## src/rtl/arcade_input_mapper.sv

```systemverilog
// Per-player control mapper: merges PS/2 key events with MiSTer joystick words,
// applies screen rotation, stretches coin pulses and provides fire-0 autofire.
// All outputs are registered and active-high.
module arcade_input_mapper #(
  parameter int unsigned PLAYERS        = 2,
  parameter int unsigned BUTTONS        = 3,
  parameter int unsigned COIN_TICKS     = 4,
  parameter int unsigned AUTOFIRE_TICKS = 3
) (
  input  logic                         clk_sys,
  input  logic                         reset,
  input  logic [10:0]                  ps2_key,
  input  logic [16*PLAYERS-1:0]        joy,
  input  logic [1:0]                   rotate,
  input  logic                         tick,
  input  logic [PLAYERS-1:0]           autofire_en,
  output logic [4*PLAYERS-1:0]         p_dir,
  output logic [BUTTONS*PLAYERS-1:0]   p_btn,
  output logic [PLAYERS-1:0]           p_start,
  output logic [PLAYERS-1:0]           p_coin,
  output logic                         test
);

  // Scancode tables; direction entries are ordered {right, left, down, up} by index.
  localparam logic [7:0] DirCode   [2][4] = '{'{8'h74, 8'h6B, 8'h72, 8'h75},
                                              '{8'h34, 8'h23, 8'h2B, 8'h2D}};
  localparam logic [7:0] FireCode  [2][3] = '{'{8'h29, 8'h11, 8'h12},
                                              '{8'h1C, 8'h1B, 8'h15}};
  // Alternate fire codes repeat the primary where no alternate key exists.
  localparam logic [7:0] FireAlt   [2][3] = '{'{8'h14, 8'h11, 8'h12},
                                              '{8'h1C, 8'h1B, 8'h15}};
  localparam logic [7:0] StartCode [4]    = '{8'h16, 8'h1E, 8'h26, 8'h25};
  localparam logic [7:0] StartAlt  [4]    = '{8'h05, 8'h06, 8'h26, 8'h25};
  localparam logic [7:0] CoinCode  [4]    = '{8'h2E, 8'h36, 8'h3D, 8'h3E};
  localparam logic [7:0] TestCode         = 8'h2C;
  localparam logic [7:0] CoinLoad         = 8'(COIN_TICKS);
  localparam logic [7:0] AfLoad           = 8'(AUTOFIRE_TICKS);

  logic       tog_q;
  logic       key_event, key_pressed, key_ext;
  logic [7:0] key_code;
  logic       ktest_q, ktest_d;
  logic       unused_joy;

  assign key_event   = ps2_key[10] ^ tog_q;
  assign key_pressed = ps2_key[9];
  assign key_ext     = ps2_key[8];
  assign key_code    = ps2_key[7:0];
  assign unused_joy  = ^joy;

  // Toggle tracker; also loaded during reset so releasing reset never sees a stale edge.
  always_ff @(posedge clk_sys) begin
    tog_q <= ps2_key[10];
  end

  // Test/service key state.
  always_comb begin
    ktest_d = ktest_q;
    if (key_event && !key_ext && key_code == TestCode) ktest_d = key_pressed;
  end

  // Test key register doubles as the output.
  always_ff @(posedge clk_sys) begin
    if (reset) ktest_q <= 1'b0;
    else       ktest_q <= ktest_d;
  end

  assign test = ktest_q;

  for (genvar p = 0; p < PLAYERS; p++) begin : g_player
    localparam int unsigned JoyBase = 16 * p;

    logic [3:0] kdir_d, dir_in, dir_rot, dir_q;
    logic       kstart_q, kstart_d, kcoin_q, kcoin_d;
    logic       start_q, coin_q, coin_raw, coin_prev_q;
    logic [7:0] coin_cnt_q, coin_cnt_d;

    if (p < 2) begin : g_dir_keys
      logic [3:0] kdir_q;

      // Direction keys ignore the extended flag so arrows and keypad both map.
      always_comb begin
        kdir_d = kdir_q;
        if (key_event) begin
          if (key_code == DirCode[p][0]) kdir_d[0] = key_pressed;
          if (key_code == DirCode[p][1]) kdir_d[1] = key_pressed;
          if (key_code == DirCode[p][2]) kdir_d[2] = key_pressed;
          if (key_code == DirCode[p][3]) kdir_d[3] = key_pressed;
        end
      end

      // Direction key state.
      always_ff @(posedge clk_sys) begin
        if (reset) kdir_q <= '0;
        else       kdir_q <= kdir_d;
      end
    end else begin : g_no_dir_keys
      assign kdir_d = '0;
    end

    // Start and coin keys require the extended flag clear.
    always_comb begin
      kstart_d = kstart_q;
      kcoin_d  = kcoin_q;
      if (key_event && !key_ext) begin
        if (key_code == StartCode[p] || key_code == StartAlt[p]) kstart_d = key_pressed;
        if (key_code == CoinCode[p]) kcoin_d = key_pressed;
      end
    end

    assign dir_in   = kdir_d | joy[JoyBase +: 4];
    assign coin_raw = kcoin_d | joy[JoyBase + 5 + BUTTONS];

    // Rotation of merged directions, bit order {up, down, left, right}.
    always_comb begin
      dir_rot = dir_in;
      case (rotate)
        2'd1:    dir_rot = {dir_in[1], dir_in[0], dir_in[2], dir_in[3]};
        2'd2:    dir_rot = {dir_in[0], dir_in[1], dir_in[3], dir_in[2]};
        2'd3:    dir_rot = {dir_in[2], dir_in[3], dir_in[0], dir_in[1]};
        default: dir_rot = dir_in;
      endcase
    end

    // Coin stretcher: a rising edge loads, ticks count down; a coincident tick is ignored.
    always_comb begin
      coin_cnt_d = coin_cnt_q;
      if (coin_raw && !coin_prev_q)           coin_cnt_d = CoinLoad;
      else if (tick && coin_cnt_q != 8'd0)    coin_cnt_d = coin_cnt_q - 8'd1;
    end

    // Key state, coin counter and registered outputs.
    always_ff @(posedge clk_sys) begin
      if (reset) begin
        kstart_q    <= 1'b0;
        kcoin_q     <= 1'b0;
        coin_prev_q <= 1'b0;
        coin_cnt_q  <= 8'd0;
        dir_q       <= '0;
        start_q     <= 1'b0;
        coin_q      <= 1'b0;
      end else begin
        kstart_q    <= kstart_d;
        kcoin_q     <= kcoin_d;
        coin_prev_q <= coin_raw;
        coin_cnt_q  <= coin_cnt_d;
        dir_q       <= dir_rot;
        start_q     <= kstart_d | joy[JoyBase + 4 + BUTTONS];
        coin_q      <= coin_raw | (coin_cnt_d != 8'd0);
      end
    end

    assign p_dir[4*p +: 4] = dir_q;
    assign p_start[p]      = start_q;
    assign p_coin[p]       = coin_q;

    for (genvar b = 0; b < BUTTONS; b++) begin : g_btn
      logic kfire_d, fire_raw, btn_d, btn_q;

      if (p < 2 && b < 3) begin : g_fire_key
        logic kfire_q;

        // Fire key state.
        always_comb begin
          kfire_d = kfire_q;
          if (key_event && !key_ext &&
              (key_code == FireCode[p][b] || key_code == FireAlt[p][b])) begin
            kfire_d = key_pressed;
          end
        end

        // Fire key register.
        always_ff @(posedge clk_sys) begin
          if (reset) kfire_q <= 1'b0;
          else       kfire_q <= kfire_d;
        end
      end else begin : g_no_fire_key
        assign kfire_d = 1'b0;
      end

      assign fire_raw = kfire_d | joy[JoyBase + 4 + b];

      if (b == 0) begin : g_autofire
        logic [7:0] af_cnt_q, af_cnt_d;

        // Autofire: a zero counter marks the first held cycle, which fires immediately.
        always_comb begin
          btn_d    = btn_q;
          af_cnt_d = af_cnt_q;
          if (!autofire_en[p] || !fire_raw) begin
            btn_d    = fire_raw;
            af_cnt_d = 8'd0;
          end else if (af_cnt_q == 8'd0) begin
            btn_d    = 1'b1;
            af_cnt_d = AfLoad;
          end else if (tick) begin
            if (af_cnt_q == 8'd1) begin
              btn_d    = ~btn_q;
              af_cnt_d = AfLoad;
            end else begin
              af_cnt_d = af_cnt_q - 8'd1;
            end
          end
        end

        // Autofire half-period counter.
        always_ff @(posedge clk_sys) begin
          if (reset) af_cnt_q <= 8'd0;
          else       af_cnt_q <= af_cnt_d;
        end
      end else begin : g_plain
        assign btn_d = fire_raw;
      end

      // Registered button output.
      always_ff @(posedge clk_sys) begin
        if (reset) btn_q <= 1'b0;
        else       btn_q <= btn_d;
      end

      assign p_btn[p*BUTTONS + b] = btn_q;
    end
  end

endmodule

```

## config.mk

```make
export PLATFORM = sky130hd
export DESIGN_NAME = arcade_input_mapper
export DESIGN_NICKNAME = d
export VERILOG_FILES = /design/src/rtl/arcade_input_mapper.sv
export SDC_FILE = /design/constraint.sdc
export NUM_CORES = 1
export LEC_CHECK = 0
export CORE_ASPECT_RATIO = 0.7
export CORE_UTILIZATION = 40
export DETAILED_ROUTE_END_ITERATION = 16
export SETUP_SLACK_MARGIN = 0.3
export SLEW_MARGIN = 5
export SYNTH_ARGS = -nofsm -noshare
export SYNTH_HDL_FRONTEND = slang
export SYNTH_SLANG_ARGS = --single-unit
```

## constraint.sdc

```tcl
create_clock -name clk_sys -period 4.69 [get_ports clk_sys]
set_input_delay 1.1725 -clock clk_sys [delete_from_list [all_inputs] [get_ports clk_sys]]
set_output_delay 1.1725 -clock clk_sys [all_outputs]
set_load 0.05 [all_outputs]
```

==> out/results.ini <==
[run_status]
status = complete, no violations

[timing]
max_slew_margin_pct = 26.6
hold_viol_final = 0
rsz0062_at_grt = no
fin_setup_tns_ps = 0
hold_slack_ps = 474
fin_crit_ps = 3550
tightest_slew_ps = 1090
setup_viol = 0
slew_viol_final = 0
skew_ps = 4.71
fin_crit_sh_pct = 75.8
max_freq_mhz = 281
final.setup.worst_slack_ps = 1140

[critical_path]
path_class = in -> reg
r2r_slack_ps = 2290
critical_path.cell_chain = clkdlybuf4s50_1 > or4b_1 > nor4_2 > mux2_2 > o21ai_1 > nor2_1
end_kind = flop
start_kind = input pin
crit_fanout = 9
worstPathRequired_ps = 4890
cp.arrival_ps = 3760
slowest_stage = or4b_1
crit_path_max_incr_delay_ps = 760

[clock_network]
clock_latency_ps = 330
htreeDepth = 3
clkTransAtPathRegs_ps = 60
cts_setup_buffers = 0
cts_root_buffer = clkbuf_16
cts_buffers = 9
hold_buffers = 0
cts_buffer_depth = 2
cts.sink_count = 72
cts_tree = done
cts_resized = 0

[global_route]
grt_pass1_wl_mm = 15.2
antenna_found_initial = 0
grt_pass1_vias = 3152
grt_max_degree = 36
grt.overflow.total = 0
grt.total_usage_pct = 19.4

[layout]
multiInputGateArea_um2 = 2130
final_util_pct = 51.2
drive_gt1_share_pct = 8.65
syn2layout_area_growth_pct = 22.8
seq_area_um2 = 1440
finish.instance_area_um2 = 4680
diodes = 0
nets = 550
fillerInstances = 894
instances_no_fill = 621

[routing]
wl_per_cell_um = 14.2
finalWirelength_mm = 8.80
ant_nets = 0
vias = 3317
drt_first_iter_violations = 306
drt_pass1_iterations = 5
via_per_inst = 5.34
drc_errors = 0

[flow_run]
drv_cap = 0

[synth]
synth_top_area_share_pct = 37.8
yosysMostFrequentCell = dfxtp_1
synth_edf_count = 0
syn_area_um2 = 3810
yosysTopAreaCell = dfxtp_1
async_reset_ff_share_pct = 0
syn_area_per_cell_um2 = 8.44
synthTopCellsByCount = dfxtp_1, nor2_1, nand2_1, a21oi_1, inv_1
synth_ff_type = dfxtp_1
synthCells = 452
yosys_warnings = 0
ys_seq_area_share_pct = 37.8
postSynthRegisterBits = 72
yosysUniqueCellTypes = 65
synthTopCellsByArea = dfxtp_1, nor2_1, nand2_1
synth_nets = 510

[floorplanning]
core_area_um2 = 9140
fp.dieArea_um2 = 9940
die_h_um = 83.7
fp-row-count = 29
initial_core_util_pct = 41.7
io_pins = 69
fp.dieW_um = 119

[placed_design]
place_ws_ps = 805
io_buffers = 54
placedCellCount = 605
place.gp.congestion = 0.782
hpwl_mm = 6.57
dpl_cell_area_um2 = 4400

[power_and_ir_drop]
p_leak_nw = 1.77
cellPowerDensity_nw_per_um2 = 370
vdd.ir_drop.worst_v = 0.000228
total_power_mw = 1.73

[worst_hold_path]
hp-class = reg -> reg

-- cell families after synthesis --
family / Yosys count / share of synthesized area, %
AO/OA/AOI/OAI: 80 / 14.6
XOR/XNOR: 19 / 4.36
adder cells (fa/ha/maj): 8 / 2.62
buffers and inverters: 53 / 6.46
flip-flops: 72 / 37.8
multiplexers: 20 / 6.66
AND/OR/NAND/NOR: 200 / 27.6
-- path summary, 6_finish.rpt --
kind                                                start                                      end  cells after the start
setup / recovery                               ps2_key[4]                g_player[0].coin_cnt_q[0]                      6
hold / removal    g_player[0].g_btn[0].g_fire_key.kfire_q  g_player[0].g_btn[0].g_fire_key.kfire_q                      2
setup reg to reg                                    tog_q                g_player[1].coin_cnt_q[1]                      5
hold reg to reg   g_player[0].g_btn[0].g_fire_key.kfire_q  g_player[0].g_btn[0].g_fire_key.kfire_q                      2
-- power by group --
group | switching (mW) | internal (mW)
clock | 0.261 | 0.409
combinational | 0.226 | 0.165
sequential | 0.0266 | 0.645
total | 0.514 | 1.22
-- state kept, by name, summed over array words and instances (netlist names) --
name and cells:
g_player.coin_prev_q 2, g_player.coin_q 2, g_player.start_q 2, g_player.g_btn.g_autofire.af_cnt_q 16, g_player.kstart_q 2, g_player.dir_q 8
test 1, g_player.g_dir_keys.kdir_q 8, tog_q 1, g_player.coin_cnt_q 16, g_player.g_btn.btn_q 6, g_player.g_btn.g_fire_key.kfire_q 6
g_player.kcoin_q 2
-- worst max-delay path: cells and delay by family --
| kind | cells | cell delay [ps] |
|---|---|---|
| compound gates | 1 | 420 |
| buf+inv | 1 | 560 |
| mux | 1 | 420 |
| simple gates | 3 | 1190 |
-- cell usage in the layout (no fill, tap or decap), types with 5 or more instances in the layout --
cell type	n
nand2_1	39
inv_1	22
xor2_1	8
o21ai_0	12
nand3_1	9
xnor2_1	10
clkbuf_16	9
clkdlybuf4s50_1	54
dfxtp_1	72
nor2_1	71
nor4_1	14
buf_4	5
mux2i_1	13
nor3_1	19
ha_1	8
a21oi_1	24
-- final cells by class --
type,count,area share [%]
inverters,23,1.84
clock buffers,10,4.89
well taps,124,3.31
clock inverters,6,1.28
flip-flops and latches,72,30.8
multi-input cells,327,45.6
repair buffers,59,12.3
-- routing by layer --
metal  routed length, um  GRT usage, %  vias up
li1                    -             -     1685
met5                   0             0        -
met4                  91          4.72        0
met1                4590          28.1     1537
met2                3530          27.2       87
met3                 588          6.63        8
(Power assumes the default switching activity.)
